<file path="config.mk">
export PLATFORM = sky130hd
export DESIGN_NAME = truth_table_capture
export DESIGN_NICKNAME = d
export VERILOG_FILES = /design/src/rtl/tt_pkg.sv /design/src/rtl/tt_index_counter.sv /design/src/rtl/truth_table_capture.sv
export SDC_FILE = /design/constraint.sdc
export NUM_CORES = 1
export LEC_CHECK = 0
export BUFFER_PORTS_ARGS = -buffer_cell sky130_fd_sc_hd__buf_2
export CORE_ASPECT_RATIO = 0.5
export CORE_UTILIZATION = 53
export CTS_CLUSTER_SIZE = 28
export DETAILED_ROUTE_END_ITERATION = 6
export PLACE_DENSITY = 0.79
export SETUP_SLACK_MARGIN = 0.5
export SLEW_MARGIN = 20
export SYNTH_ARGS = -nofsm -noshare
export SYNTH_HDL_FRONTEND = slang
export SYNTH_HIERARCHICAL = 1
export SYNTH_SLANG_ARGS = --single-unit
</file>
<file path="constraint.sdc">
create_clock -name clk -period 2.2 [get_ports clk]
set_input_delay 0 -clock clk [delete_from_list [all_inputs] [get_ports clk]]
set_output_delay 0 -clock clk [all_outputs]
set_load 0.1 [all_outputs]
</file>
<file path="src/rtl/tt_pkg.sv">
// Shared types and widths for the truth-table capture block.
// Holds the FSM state encoding and mask-width helpers.
package tt_pkg;

    typedef enum logic [1:0] {
        IDLE  = 2'd0,
        DRIVE = 2'd1,
        DONE  = 2'd2
    } tt_state_t;

    localparam int TT_N = 3;
    localparam int TT_W = 2 ** TT_N;

    function automatic int tt_width(input int n);
        return 2 ** n;
    endfunction

endpackage

</file>
<file path="src/rtl/tt_index_counter.sv">
// Vector index and per-vector settle counter for the capture sweep.
// Flags the sample cycle of each vector and the final vector.
module tt_index_counter
    import tt_pkg::*;
#(
    parameter int N      = 3,
    parameter int SETTLE = 1
) (
    input  logic         clk,
    input  logic         reset,
    input  logic         i_load,
    input  logic         i_en,
    output logic [N-1:0] o_idx,
    output logic         o_sample,
    output logic         o_last
);

    localparam int SW = (SETTLE > 0) ? $clog2(SETTLE + 1) : 1;
    localparam logic [SW-1:0] RELOAD = SW'(SETTLE);

    logic [SW-1:0] r_settle;
    logic [N-1:0]  r_idx;

    assign o_idx    = r_idx;
    assign o_sample = (r_settle == '0);
    assign o_last   = &r_idx;

    always_ff @(posedge clk or posedge reset) begin
        if (reset) begin
            r_idx    <= '0;
            r_settle <= '0;
        end else if (i_load) begin
            r_idx    <= '0;
            r_settle <= RELOAD;
        end else if (i_en) begin
            if (!o_sample) begin
                r_settle <= r_settle - 1'b1;
            end else if (!o_last) begin
                r_idx    <= r_idx + 1'b1;
                r_settle <= RELOAD;
            end
        end
    end

endmodule

</file>
<file path="src/rtl/truth_table_capture.sv">
// Sweeps all input vectors onto a function under test and captures
// its minterm mask, popcount and comparison against an expected mask.
module truth_table_capture
    import tt_pkg::*;
#(
    parameter int N      = 3,
    parameter int SETTLE = 1
) (
    input  logic              clk,
    input  logic              reset,
    input  logic              start,
    input  logic              abort,
    output logic [N-1:0]      vec_out,
    input  logic              s_in,
    input  logic [2**N-1:0]   expected_in,
    output logic              busy,
    output logic              done,
    output logic [2**N-1:0]   table_out,
    output logic [N:0]        ones_count,
    output logic              match
);

    localparam int W = tt_width(N);

    tt_state_t      r_state;
    logic [N-1:0]   r_vec;
    logic           r_busy;
    logic           r_done;
    logic [W-1:0]   r_table;
    logic [N:0]     r_ones;
    logic           r_match;

    logic [N-1:0]   w_idx;
    logic           w_sample;
    logic           w_last;
    logic           w_load;
    logic           w_en;

    assign w_load = (r_state == IDLE) && start;
    assign w_en   = (r_state == DRIVE);

    tt_index_counter #(
        .N      (N),
        .SETTLE (SETTLE)
    ) u_cnt (
        .clk      (clk),
        .reset    (reset),
        .i_load   (w_load),
        .i_en     (w_en),
        .o_idx    (w_idx),
        .o_sample (w_sample),
        .o_last   (w_last)
    );

    always_ff @(posedge clk or posedge reset) begin
        if (reset) begin
            r_state <= IDLE;
            r_vec   <= '0;
            r_busy  <= 1'b0;
            r_done  <= 1'b0;
            r_table <= '0;
            r_ones  <= '0;
            r_match <= 1'b0;
        end else begin
            r_done <= 1'b0;
            unique case (r_state)
                IDLE: begin
                    if (start) begin
                        r_state <= DRIVE;
                        r_busy  <= 1'b1;
                        r_vec   <= '0;
                        r_table <= '0;
                        r_ones  <= '0;
                        r_match <= 1'b0;
                    end
                end
                DRIVE: begin
                    if (abort) begin
                        r_state <= IDLE;
                        r_busy  <= 1'b0;
                        r_vec   <= '0;
                        r_table <= '0;
                        r_ones  <= '0;
                        r_match <= 1'b0;
                    end else if (w_sample) begin
                        r_table[w_idx] <= s_in;
                        r_ones <= r_ones + {{N{1'b0}}, s_in};
                        if (w_last) begin
                            r_state <= DONE;
                            r_vec   <= '0;
                            r_done  <= 1'b1;
                        end else begin
                            r_vec <= w_idx + 1'b1;
                        end
                    end
                end
                DONE: begin
                    r_state <= IDLE;
                    r_busy  <= 1'b0;
                    r_match <= (r_table == expected_in);
                end
                default: r_state <= IDLE;
            endcase
        end
    end

    assign vec_out    = r_vec;
    assign busy       = r_busy;
    assign done       = r_done;
    assign table_out  = r_table;
    assign ones_count = r_ones;
    assign match      = r_match;

endmodule

</file>
== Word level (Yosys, flattened, before mapping) ==
Index checks and enable logic that the tools add are counted.

* Add/subtract/negate cells: 3
* Order comparisons: 2
* Equal/unequal tests: 9
* Multiplexer cells: 38
* Reduce and logical (&&, ||, !) cells: 11

{| class="wikitable"
|+ Operators by type and width
! kind !! count
|-
| two-way mux 3 bit || 8
|-
| two-way mux 8 bit || 3
|-
| one-hot mux 8 bit (2 select lines) || 1
|-
| AND reduction 3 bit || 5
|-
| two-way mux 1 bit || 12
|-
| two-way mux 4 bit || 3
|-
| bitwise mux 8 bit || 1
|-
| == test 8 bit || 1
|-
| two-way mux 2 bit || 4
|-
| one-hot mux 4 bit (2 select lines) || 1
|-
| inequality test 3 bit, second input constant || 2
|-
| one-hot mux 1 bit (3 select lines) || 2
|-
| one-hot mux 3 bit (2 select lines) || 1
|-
| adder 4 x 1 -> 4 bit || 1
|-
| < comparator 3 x 4 -> 1 bit, second input constant || 1
|-
| inequality test 2 x 1 -> 1 bit, second input constant || 2
|-
| inequality test 2 bit, second input constant || 2
|-
| one-hot mux 2 bit (2 select lines) || 1
|-
| nonzero test 2 bit || 2
|-
| adder 3 x 1 -> 3 bit, second input constant || 1
|-
| demux 1 bit (select 3 bit) || 1
|-
| greater-or-equal comparator 3 x 1 -> 1 bit, second input constant || 1
|-
| nonzero test 3 bit || 1
|-
| == test 2 x 1 -> 1 bit, second input constant || 1
|-
| 4 further kinds || 5
|}

* Flip-flop bits (word level): 24
* Bits of input ports: 13
* Output and inout port bits: 18
* Logic and storage cells: 72

== Depth between registers and ports, before layout ==
Gate-level depths: netlist of the first run.

* Word-level depth: 8
* Mapped depth: 8
* Gate-level depth less buffers: 6

== By module ==
The synthesis of the first run kept the hierarchy.

{| class="wikitable"
|+ By module, submodules not included
! module !! instances !! cells each !! area each (µm²) !! sequential area each (µm²)
|-
| truth_table_capture || 1 || 128 || 1192.4 || 500.5
|-
| tt_index_counter || 1 || 20 || 235.2 || 100.1
|}

== Least setup slack after synthesis of the first run ==
OpenSTA, ideal clock, no wires.

* Path type: reg2reg
* Start point: reg r_ones[0], in the netlist ones_count[0]
* End point: reg r_ones[2], in the netlist ones_count[2]
* Setup time: 0.121 ns
* Arrival: 1.827 ns
* Data required time: 2.079 ns
* Setup slack: 0.252 ns
* Stages on the path, launching flop included: 6
* Path buffers: 0
* Clock period less this slack: 1.948 ns
* Cells stage by stage: dfrtp_1 -> ha_1 -> ha_1 -> nor4b_1 -> xnor2_1 -> nor2_1

* Cells in the longest elaborated chain, start to end: 4

{| class="wikitable"
|+ Ends and longest elaborated chain
! element !! line !! RTL
|-
| from (decl) || truth_table_capture.sv:30 || <nowiki>logic [N:0] r_ones;</nowiki>
|-
| from (signal assigned) || truth_table_capture.sv:87 || <nowiki>r_ones <= r_ones + {{N{1'b0}}, s_in};</nowiki>
|-
| adder 4 x 1 -> 4 bit || truth_table_capture.sv:87 ||
|-
| two-way mux 4 bit || truth_table_capture.sv:85 || <nowiki>end else if (w_sample) begin</nowiki>
|-
| two-way mux 4 bit || truth_table_capture.sv:78 || <nowiki>if (abort) begin</nowiki>
|-
| one-hot mux 4 bit (2 select lines) || truth_table_capture.sv:66 || <nowiki>unique case (r_state)</nowiki>
|}

Every way passes these cells. The select of a mux whose other input is x is not followed.
A chain may end at the register's enable or synchronous reset.

== Worst setup path in the final report of the first run ==
* Start point: reg r_state[1]
* End point: reg r_ones[3], in the netlist ones_count[3]

* Cells in the longest elaborated chain, start to end: 3
* Elaborated cells between the ends (all ways): 7
* Those cells by class: 3 x eq/ne; 1 x mux; 3 x reduce/logical

{| class="wikitable"
|+ Ends and longest elaborated chain
! element !! line !! RTL
|-
| from (decl) || truth_table_capture.sv:25 || <nowiki>tt_state_t r_state;</nowiki>
|-
| from (signal assigned) || truth_table_capture.sv:57 || <nowiki>r_state <= IDLE;</nowiki>
|-
| from (signal assigned) || truth_table_capture.sv:69 || <nowiki>r_state <= DRIVE;</nowiki>
|-
| from (signal assigned) || truth_table_capture.sv:79 || <nowiki>r_state <= IDLE;</nowiki>
|-
| == test 2 x 1 -> 1 bit (*) || -- ||
|-
| via w_en || truth_table_capture.sv:37 || <nowiki>logic w_en;</nowiki>
|-
| inequality test 3 bit (no source line) or nonzero test 2 bit (tied branches) || -- ||
|-
| AND reduction 3 bit (no source line) || -- ||
|}

Mark *: on every way through the listed nets, which the timed path passes. The rest lies on a longest branch.

==> results.txt, run 1 <==
* Run status: completed
- Setup violations remaining at the end of the flow were counted as 0.
- After filler insertion, the fill cell instance count of the layout stands at 135.
- Cell accounting for the most synthesized area: sky130_fd_sc_hd__dfrtp_1
* Cells after DPL: 212
- For this run the aggregate overflow at the end of global routing stands at 0.
- Setup clock skew after layout: 0.00503 ns
* Post-Synthesis Cells: 148
- Most area-consuming cells after synthesis: sky130_fd_sc_hd__dfrtp_1 42%, sky130_fd_sc_hd__ha_1 9.6%, sky130_fd_sc_hd__o21ai_0 5.6%
- Max-slew violation total from the final report: 0
* Hold crit path type: in2reg
- Vertical die dimension: 38.7 µm
* Clock latency at the later pin of the worst-skew pair: 0.27 ns
- Final design utilization: 82.6%
- The critical path is of the reg2reg type.
- Multi-input gate area: 911 µm²
- Setup crit start kind: register
- Power density relative to cell area: 1310 nW/µm²
- Biggest fanout along the worst timing path: 4
- Number of design rule violations left after detail routing: 0
* Number of endpoints with negative hold slack in the final report: 0
* Maximum level of the CTS H-tree: 1
* Tmin final: 1.78 ns
* DR vias: 1,375
* Critical path buffers and inverters: 1
- The synthesized netlist devotes 9.64% of its cell area to adder and majority cells.
- Average cell area after synthesis: 9.65 µm²
- The final layout contains routed wiring with a total length of 4250 µm.
- Sequential area share after synthesis: 42.1%
- Total inserted antenna cells: 0
- In this run the tool buffered the top-level ports with 30 buffer cells.
- The tool flagged a number of max-cap violations equal to 0.
* Async set or reset register ratio after synthesis: 100%
* Simple-gate area share of the yosys netlist: 21.8%
- Cells with a size suffix above 1 make up 41.6% of the layout.
- Synthesis-stage register bit count: 24
- Among cell families on the critical path, the largest total delay comes from simple AND/OR/NAND/NOR gates.
* Nets@finish: 222
* Area share of the largest cell type after synthesis: 42.1%
* Slowest library cell on the worst path: sky130_fd_sc_hd__or3_4
- The mapped netlist covers 1430 µm².
- WL/cell: 18.3 µm
- The tree built by TritonCTS fans out to 24 sinks.
- Global placer's final weighted congestion: 0.805
- Worst IR Drop VDD: 787 µV
- Pin count of the biggest net entering global routing: 21
- The signal on the critical path passes through inv_4 -> ha_4 -> nor2_2 -> or3_4 -> or3_4 -> a21oi_2.
- For this configuration, the core starts out at a cell density of 60.2%.
- Clock tree synthesis selected as its root buffer the cell sky130_fd_sc_hd__clkbuf_8.
* Sequential cell area: 606 µm²
- The core region is 2370 µm².
- Aggregate negative setup slack: 0 ns
- The analysis attributes to cell leakage a power of 0.958 nW.
- The count of nets left with antenna violations once routing finished came out at 0.
- The wire-length estimate of the detail-placed layout is 2310 µm.
- Number of clock buffers inserted by TritonCTS: 3
- For the worst setup path, the data arrival time is 1.99 ns.
* Syn nets: 172
* Peak Freq: 561 MHz
* First-pass GRT wire length: 5700 µm
- Category of the worst setup path capture point: register
* Worst path required time: 2.40 ns
- Antenna violations before repair: 0
* Number of placement rows: 12
- Die X: 75.4 µm
* Io pins: 31
* Commonest register cell after synthesis: sky130_fd_sc_hd__dfrtp_1
- Of the available clock period, the critical path in the final layout requires 81.1%.
- Summing the areas of all xor and xnor instances in the mapped netlist gives 6.13% of the synthesized area.
- The floorplan step defined a die boundary enclosing 2920 µm².
* Largest stage delay on the critical path: 0.44 ns
* Count of unique library cells instantiated by Yosys: 35
* Synth warn: 6
- Clk pin slew, worst setup/hold paths: 0.09 ns
- Total global-route track usage: 29.0%
- The first detailed-routing pass ran for 4 iterations.
- Unrepaired setup endpoints after global routing: true
- In this run, synthesis inferred 0 flip-flops with an integrated enable.
* TritonCTS clock tree: built
* Multiplexer fraction of the synthesized cell area: 3.16%
* Dominant combinational cell family by area after synthesis: simple AND/OR/NAND/NOR gates
* Max_slew headroom: 44.7%
- Pin slew with the least headroom to its limit: 0.828 ns
* Number of buffers on the longest clock path: 2
- After layout, the design draws a total of 2.56 mW.
* Iteration-0 DRC Markers: 212
- Once layout is complete, the cells apart from fillers number 232.
* Compound-cell area share of the yosys netlist: 13.7%
- The via count of the first global-routing pass came to 1,151.
- Via density: 5.93
* Area growth from synthesis to layout: 37.3%
- The cell that appears most often on the critical path is sky130_fd_sc_hd__or3_4.
[power by group]
group / total, mW / internal (mW) / switching (mW)
combinational: 1.68 / 0.670 / 1.00
clock: 0.273 / 0.130 / 0.143
sequential: 0.615 / 0.525 / 0.0903
total: 2.56 / 1.33 / 1.24
[worst register-to-register path: stages, from the launching register on]
cell,delay (ns)
sky130_fd_sc_hd__dfrtp_1,0.42
sky130_fd_sc_hd__inv_4,0.12
sky130_fd_sc_hd__ha_4,0.18
sky130_fd_sc_hd__nor2_2,0.07
sky130_fd_sc_hd__or3_4,0.44
sky130_fd_sc_hd__or3_4,0.35
sky130_fd_sc_hd__a21oi_2,0.14
[Yosys cell counts (4+ instances only)]
master	number
sky130_fd_sc_hd__dfrtp_1	24
sky130_fd_sc_hd__nand2_1	19
sky130_fd_sc_hd__o21ai_0	16
sky130_fd_sc_hd__ha_1	11
sky130_fd_sc_hd__nand2b_1	8
sky130_fd_sc_hd__nor2_1	7
sky130_fd_sc_hd__xor2_1	7
sky130_fd_sc_hd__inv_1	6
sky130_fd_sc_hd__a21oi_1	5
sky130_fd_sc_hd__nor2b_1	5
sky130_fd_sc_hd__nor3_1	4
[metal layers]
layer	vias up	track usage [%]	wire, µm
met5	-	0	0
met4	0	10.2	122
li1	613	-	-
met3	18	7.03	366
met2	92	48.9	1930
met1	652	36.9	1840
[layout by cell type, fill, tap and decap left out, types with 3 or more instances in the layout]
cell | netlist | layout
sky130_fd_sc_hd__clkbuf_8 | 0 | 3
sky130_fd_sc_hd__dfrtp_2 | 0 | 4
sky130_fd_sc_hd__nand2b_1 | 8 | 7
sky130_fd_sc_hd__or3_4 | 1 | 3
sky130_fd_sc_hd__nand2_1 | 19 | 19
sky130_fd_sc_hd__ha_4 | 0 | 3
sky130_fd_sc_hd__xnor2_1 | 3 | 3
sky130_fd_sc_hd__mux2i_1 | 3 | 3
sky130_fd_sc_hd__buf_4 | 0 | 17
sky130_fd_sc_hd__xor2_1 | 7 | 7
sky130_fd_sc_hd__nand3_1 | 3 | 3
sky130_fd_sc_hd__a21oi_1 | 5 | 3
sky130_fd_sc_hd__nor2b_1 | 5 | 5
sky130_fd_sc_hd__ha_1 | 11 | 7
sky130_fd_sc_hd__dfrtp_1 | 24 | 20
sky130_fd_sc_hd__inv_1 | 6 | 4
sky130_fd_sc_hd__nor2_1 | 7 | 6
sky130_fd_sc_hd__buf_2 | 1 | 30
sky130_fd_sc_hd__nor3_1 | 4 | 3
sky130_fd_sc_hd__o21ai_1 | 1 | 6
sky130_fd_sc_hd__o21ai_0 | 16 | 8
sky130_fd_sc_hd__a22o_1 | 3 | 3
[registers in the layout (all words and copies together) (netlist names)]
name and cells:
table_out 8, done 1, ones_count 4, u_cnt/r_settle 1
match 1, vec_out 3, r_state 2, u_cnt/o_idx 3
busy 1
[worst paths after layout]
path                            cells past startpoint             end  slack [ns]           start
worst max-delay path                                6   ones_count[3]        0.42      r_state[1]
worst min-delay path                                4           match        0.06  expected_in[3]
worst max register to register                      6   ones_count[3]        0.42      r_state[1]
worst min register to register                      2            busy        0.48            busy
max in group asynchronous                           3      r_state[0]        1.20           reset
min in group asynchronous                           3  u_cnt/o_idx[1]        0.16           reset
[layout make-up]
cell class | count | share of cell area, %
Sequential cell | 24 | 30.9
Tap cell | 35 | 2.23
Timing Repair Buffer | 50 | 16.7
Inverter | 6 | 1.40
Multi-Input combinational cell | 113 | 46.5
Clock buffer | 4 | 2.30
[stage by stage]
step                area (µm²)  hold slack, ns  worst slack, ns
floorplan                 1440          -0.234            0.466
global placement          1630          -0.100            0.346
detailed placement        1630         -0.0972            0.252
CTS                       1830          0.0596            0.476
global route              1960          0.0664            0.381
finish                    1960          0.0554            0.416
[what timing repair did]
action | in CTS | in global routing
resized for setup | 13 | 23
setup buffers | 10 | 5
endpoints found under the setup margin | 12 | 18
hold buffers | 1 | 0
pin swaps | 5 | 3
endpoints found under the hold margin | 24 | 0
[cell families after synthesis]
logic type                 count (synthesis)
and+or+nand+nor                           57
AOI/OAI and AO/OA                         31
DFF                                       24
buffers and inverters                     11
adders and majority gates                 11
xor gates and xnor gates                  10
muxes                                      4
Power figures use the tool's default switching activity.
==> run 2, diff against run 1 <==
clock period = 1.8 ns   (was 2.2 ns; I/O delays follow)
==> run 2 against run 1 <==
Net effect:
- the run now ends with setup timing left
- final area increased by 8.4%
- routed wire length is 20% higher
- critical path type unchanged
- clock skew is 0.0014 ns lower
- setup slack got worse by 0.47 ns
- hold slack got worse by 0.0072 ns
==> results.txt, run 2 (synthesis gave the netlist of run 1 again) <==
- Ratio of cells with drive above 1 in the final layout: 51.2%
- The critical path is of the reg2reg type.
- Tmin final: 1.86 ns
- Cells after DPL: 216
- Die X: 75.4 µm
- The tightest min-delay check is of the in2reg type.
* Total inserted antenna cells: 0
- TritonCTS built the clock tree.
- Number of placement rows: 12
- Number of port buffers: 30
- STA classifies the critical path startpoint as a register.
* Core footprint: 2370 µm²
- The number of clock buffers added by TritonCTS is 3.
- Category of the worst setup path capture point: register
* Count of nets left with antenna violations after detail routing: 0
- Final hold slack: 0.0482 ns
* Run status: finished with violations
- The number of hold violations in the final report came to 0.
* Biggest fanout along the worst timing path: 8
- Largest stage delay on the critical path: 0.43 ns
- Global placer's final weighted congestion: 0.779
* Number of design rule violations left after detail routing: 0
- From bottom edge to top edge, the die measures 38.7 µm.
* Pin count of the biggest net entering global routing: 21
- Peak Freq: 538 MHz
* Setup slack after layout: -0.0571 ns
- For this block, the initial DRC count from the detailed router was 82.
- The longest clock path from root to sink contains 2 buffers.
* Vias in the first global route: 1,230
* Crit path cell chain: inv_4 -> ha_4 -> nor2b_4 -> or3_4 -> buf_4 -> o21ai_1 -> a21oi_2
- Area growth from synthesis to layout: 48.8%
- The clock network is responsible for 13.4% of the overall power.
* Worst IR Drop VDD: 1350 µV
* Most used cells in the layout excluding fill and tap cells: 30 x sky130_fd_sc_hd__buf_2, 16 x sky130_fd_sc_hd__nand2_1, 16 x sky130_fd_sc_hd__buf_4
- Seq pwr share: 21.0%
- After detailed routing, the average wire length per cell comes to 21.3 µm.
- Power density relative to cell area: 1700 nW/µm²
* Internal power contribution: 1.91 mW
- Unrepaired setup endpoints after global routing: true
* Antenna violations before repair: 0
* Final Cycle Share: 103%
- Global routing used 29.9% of the available tracks across all layers.
* Worst path required time: 1.96 ns
- For the final database, setup skew stands at 0.00360 ns.
- Wires add up to 5110 µm.
- Maximum level of the CTS H-tree: 1
* Largest register FFs: 8
- Clock-pin slew was measured on the worst setup and hold paths at 0.09 ns.
- Max-cap violations in this run came to 0.
- Leaving out fill and tap cells, the most frequent cell in the layout is sky130_fd_sc_hd__buf_2.
* Starting Density: 60.2%
- Via density: 6.22
- After filler insertion, the fill cell instance count of the layout stands at 112.
- After the last flow step, the layout net total stands at 230.
- Setup violations remaining at the end of the flow were counted as 2.
- First-pass GRT wire length: 5930 µm
* Switching power: 1.70 mW
- Max_slew headroom: 48.9%
- DR vias: 1,493
* Root buffer selected by CTS: sky130_fd_sc_hd__clkbuf_8
- Die area: 2920 µm²
- For this design the top-level I/O count stands at 31.
- Summed over all layers, the global routing overflow is 0.
- Clock latency at the later pin of the worst-skew pair: 0.28 ns
- Aggregate negative setup slack: -0.0824 ns
* Clock Sink Count: 24
* Violated checks: setup timing
- Among all stages on the critical path, the largest delay is contributed by sky130_fd_sc_hd__dfrtp_1.
- Switching share of power: 47.1%
* Arrival time at the worst endpoint: 2.02 ns
- For the pin with the worst max-slew slack, the measured transition is 0.766 ns.
- In this run the static leakage power is 1.02 nW.
* Half-perimeter wire length after placement: 2310 µm
- Comb pwr share: 65.6%
- Drt first pass iters: 4
* Max-slew violation total from the final report: 0
- The finished layout holds 240 standard cells, fillers aside.
-- run 2: cell types whose count changed in the layout (fill, tap and decap cells not counted), moves of 3 or more --
cell / before / now
sky130_fd_sc_hd__o21ai_0: 8 / 4
sky130_fd_sc_hd__nand2_1: 19 / 16
sky130_fd_sc_hd__dfrtp_2: 4 / 10
sky130_fd_sc_hd__nand2_2: 0 / 3
sky130_fd_sc_hd__dfrtp_1: 20 / 14
sky130_fd_sc_hd__buf_6: 0 / 10
sky130_fd_sc_hd__o21ai_1: 6 / 9
sky130_fd_sc_hd__o21ai_2: 1 / 4
-- run 2: final timing paths --
path	from	endpoint	slack (ns)	depth (start not counted)
worst max-delay path	r_state[1]	ones_count[3]	-0.06	7
min in group asynchronous	reset	u_cnt/o_idx[2]	0.17	3
worst min register to register	match	match	0.52	2
max in group asynchronous	reset	r_state[0]	0.85	3
worst min-delay path	expected_in[3]	match	0.05	4
worst max register to register	r_state[1]	ones_count[3]	-0.06	7
-- run 2: worst max-delay path: cells and delay by family (launching register included) --
family	cells	cell delay, ns
buffers and inverters	2	0.28
AOI/OAI and AO/OA	2	0.28
adders and majority gates	1	0.18
and+or+nand+nor	2	0.55
DFF	1	0.43
-- run 2: final cells by class --
type	instances	area, µm²	area share (%)
multi-input combinational	113	961	45.2
sequential	24	613	28.9
timing repair buffer	58	408	19.2
tap	35	43.8	2.06
clock buffer	3	41.3	1.94
clock inverter	1	30.0	1.41
inverter	6	27.5	1.30
-- run 2: power by group through the flow --
stage	clock [mW]	combinational, mW	sequential, mW
global route	0.497	2.45	0.764
global placement	0	1.41	0.722
floorplan	0	0.813	1.05
finish	0.485	2.37	0.758
CTS	0.480	1.79	0.730
detailed placement	0	1.45	0.730
-- run 2: metrics by stage --
| step | setup slack, ns | cell area [µm²] | util [%] | total power, mW |
|---|---|---|---|---|
| 2_1_floorplan | 0.0661 | 1470 | - | 1.87 |
| 4_1_cts | 0.0874 | 1940 | 81.6 | 2.99 |
| 3_3_place_gp | 0.0637 | 1690 | 71.4 | 2.14 |
| 6_report | -0.0571 | 2120 | 89.6 | 3.61 |
| 3_5_place_dp | -0.0612 | 1690 | 71.4 | 2.18 |
| 5_1_grt | -0.0774 | 2120 | 89.6 | 3.71 |
-- run 2: timing repair --
action                     in CTS  in global routing
hold endpoints to repair       24                  0
setup buffers                  11                  8
setup endpoints to repair      24                 24
hold buffers                    1                  0
gates cloned                    0                  0
resized for setup              23                 34
pin swaps                       9                 13
-- run 2: routing by layer --
metal,vias to the layer above,routed length (µm),track usage [%]
li1,630,-,-
met4,0,278,12.0
met3,39,552,7.55
met1,698,2110,39.4
met5,-,0,0
met2,126,2180,47.5
==> run 3, diff against run 2 <==
BUFFER_PORTS_ARGS = unset   (was -buffer_cell sky130_fd_sc_hd__buf_2)
CORE_ASPECT_RATIO = unset   (was 0.5)
CORE_UTILIZATION = 60   (was 53)
DONT_BUFFER_PORTS = 1   (was unset)
PLACE_DENSITY = 0.77   (was 0.79)
==> run 3 against run 2 <==
Net effect:
- the run now ends clean
- sequential cell count stayed put
- final cell count is 5.8% lower
- global-route usage is 5.7 points higher
- critical path type unchanged
- critical endpoint is now vec_out[2]
- largest cell class unchanged
==> results.txt, run 3 (synthesis gave the netlist of run 1 again) <==
* Largest stage delay on the critical path: 0.46 ns
- Crit path cell chain: inv_4 -> ha_4 -> nor2b_4 -> or3_4 -> buf_4 -> o41ai_2
* Multi-input gate area: 1000 µm²
* Max-slew violation total from the final report: 0
- The worst register-to-register path begins at r_state[0].
* Family of cells with the greatest summed delay on the critical path: simple AND/OR/NAND/NOR gates
- The layout has 57 filler cells.
- Clock latency on the worst-skew pair, taken at its later pin, is 0.33 ns.
- Critical path buffers and inverters: 2
- Io pins: 31
- Vias in the first global route: 1,357
- The tool flagged a number of max-cap violations equal to 0.
- First-pass GRT wire length: 6580 µm
* Final design utilization: 95.3%
- Tmin final: 1.80 ns
- Run status: completed
- Once detail routing completed, the nets flagged for antenna violations numbered 0.
* Core footprint: 2230 µm²
- Dividing the final minimum period by the clock period gives 99.8%.
* Unrepaired setup endpoints after global routing: true
* Category of the worst setup path capture point: register
* Biggest fanout along the worst timing path: 6
- After detailed routing, the average wire length per cell comes to 22.6 µm.
- Worst path required time: 2.04 ns
* Hold crit path type: in2async
* Drt first pass iters: 5
* Setup clock skew after layout: 0.0113 ns
- Post-Layout Inst Area: 2130 µm²
* Iteration-0 DRC Markers: 69
* Aggregate negative setup slack: 0 ns
* Vertical die dimension: 50.8 µm
- In this run the number of H-tree levels came out at 1.
* Arrival time at the worst endpoint: 2.03 ns
- Number of endpoints with negative hold slack in the final report: 0
- DR vias: 1,460
- Buffers inserted during clock tree synthesis total 3.
- Clock Sink Count: 24
* Leak pwr: 0.985 nW
* Sequential cell area: 613 µm²
* Cells after DPL: 198
- Starting Density: 63.9%
* Total inserted antenna cells: 0
- Die X: 50.8 µm
- The setup path with the least slack is of type reg2reg.
- Number of buffers on the longest clock path: 2
- In this run the cell area measured after placement is 1680 µm².
- Final setup violation count: 0
* Antenna violations before repair: 0
- Root buffer selected by CTS: sky130_fd_sc_hd__clkbuf_4
- STA classifies the critical path startpoint as a register.
- Number of port buffers: 0
- Number of design rule violations left after detail routing: 0
- Pin count of the biggest net entering global routing: 21
- Most used cells in the layout excluding fill and tap cells: 41 x sky130_fd_sc_hd__buf_4, 14 x sky130_fd_sc_hd__dfrtp_1, 13 x sky130_fd_sc_hd__nand2_1
- Final routed wirelength across all metal layers: 5110 µm
* Area growth from synthesis to layout: 49.1%
- Peak Freq: 556 MHz
* End of the worst register-to-register path: vec_out[2]
- Pin slew with the least headroom to its limit: 0.777 ns
- Final non-filler cell total: 226
* Flop2flop setup slack: 0.003 ns
- Die area: 2580 µm²
- In this run the power density over the cells is 1680 nW/µm².
* Worst IR Drop VDD: 1480 µV
- Half-perimeter wire length after placement: 2460 µm
* Clk pin slew, worst setup/hold paths: 0.14 ns
- Ratio of cells with drive above 1 in the final layout: 52.0%
- The slowest stage of the critical path is the sky130_fd_sc_hd__dfrtp_2 cell.
- At the end of routability-driven placement, the weighted congestion stood at 0.839.
* Nets@finish: 223
- Most common library cell in the layout ignoring fill and taps: sky130_fd_sc_hd__buf_4
- In the global route stage, overall resource usage came out at 35.6%.
- Gr ovfl total: 0
- Largest register FFs: 8
- TritonCTS built the clock tree.
* Via density: 6.46
- Max_slew headroom: 48.2%
- Measured in cells, the most critical reg-to-reg path has a length of 6.
* Number of placement rows: 17
## run 3: worst max-delay path by stage
stage	from	end	depth (start not counted)
CTS	r_state[1]	ones_count[3]	6
global route	r_state[0]	vec_out[2]	6
finish	r_state[0]	vec_out[2]	6
floorplan	r_state[1]	ones_count[3]	6
detailed placement	r_state[1]	ones_count[3]	6
global placement	r_state[1]	ones_count[3]	6
## run 3: through the flow
| stage | hold WS, ns | power, mW | setup WS, ns |
|---|---|---|---|
| after floorplan | -0.234 | 1.87 | 0.0661 |
| after global placement | -0.220 | 2.16 | 0.0676 |
| after detailed placement | -0.218 | 2.23 | -0.0175 |
| after CTS | 0.00379 | 2.90 | 0.0439 |
| after global routing | 0.00954 | 3.67 | -0.0287 |
| final | 0.00216 | 3.57 | 0.00299 |
## run 3: final cells by class
cell class	count	area share, %
well taps	28	1.65
multi-input cells	113	47.1
flip-flops and latches	24	28.8
repair buffers	51	19.5
inverters	6	1.29
clock buffers	4	1.70
## run 3: power breakdown
| part | switching (mW) | leakage [nW] | internal [mW] |
|---|---|---|---|
| sequential | 0.106 | 0.309 | 0.643 |
| clock | 0.173 | 0.0210 | 0.124 |
| combinational | 1.47 | 0.655 | 1.06 |
| total | 1.75 | 0.985 | 1.83 |
## run 3: routing by layer
metal	routed length, µm	track usage, %	share of wire (%)	vias up
met2	2480	61.3	49	110
met5	0	0	0	-
li1	-	-	-	616
met1	1890	43.2	37	705
met3	437	5.45	8.6	29
met4	293	16.7	5.7	0
## run 3: what timing repair did
item,in CTS,in global routing
gates resized for setup,30,32
hold endpoints to repair,34,0
endpoints found under the setup margin,24,23
hold buffers,5,0
setup buffers,10,9
pin swaps,9,9
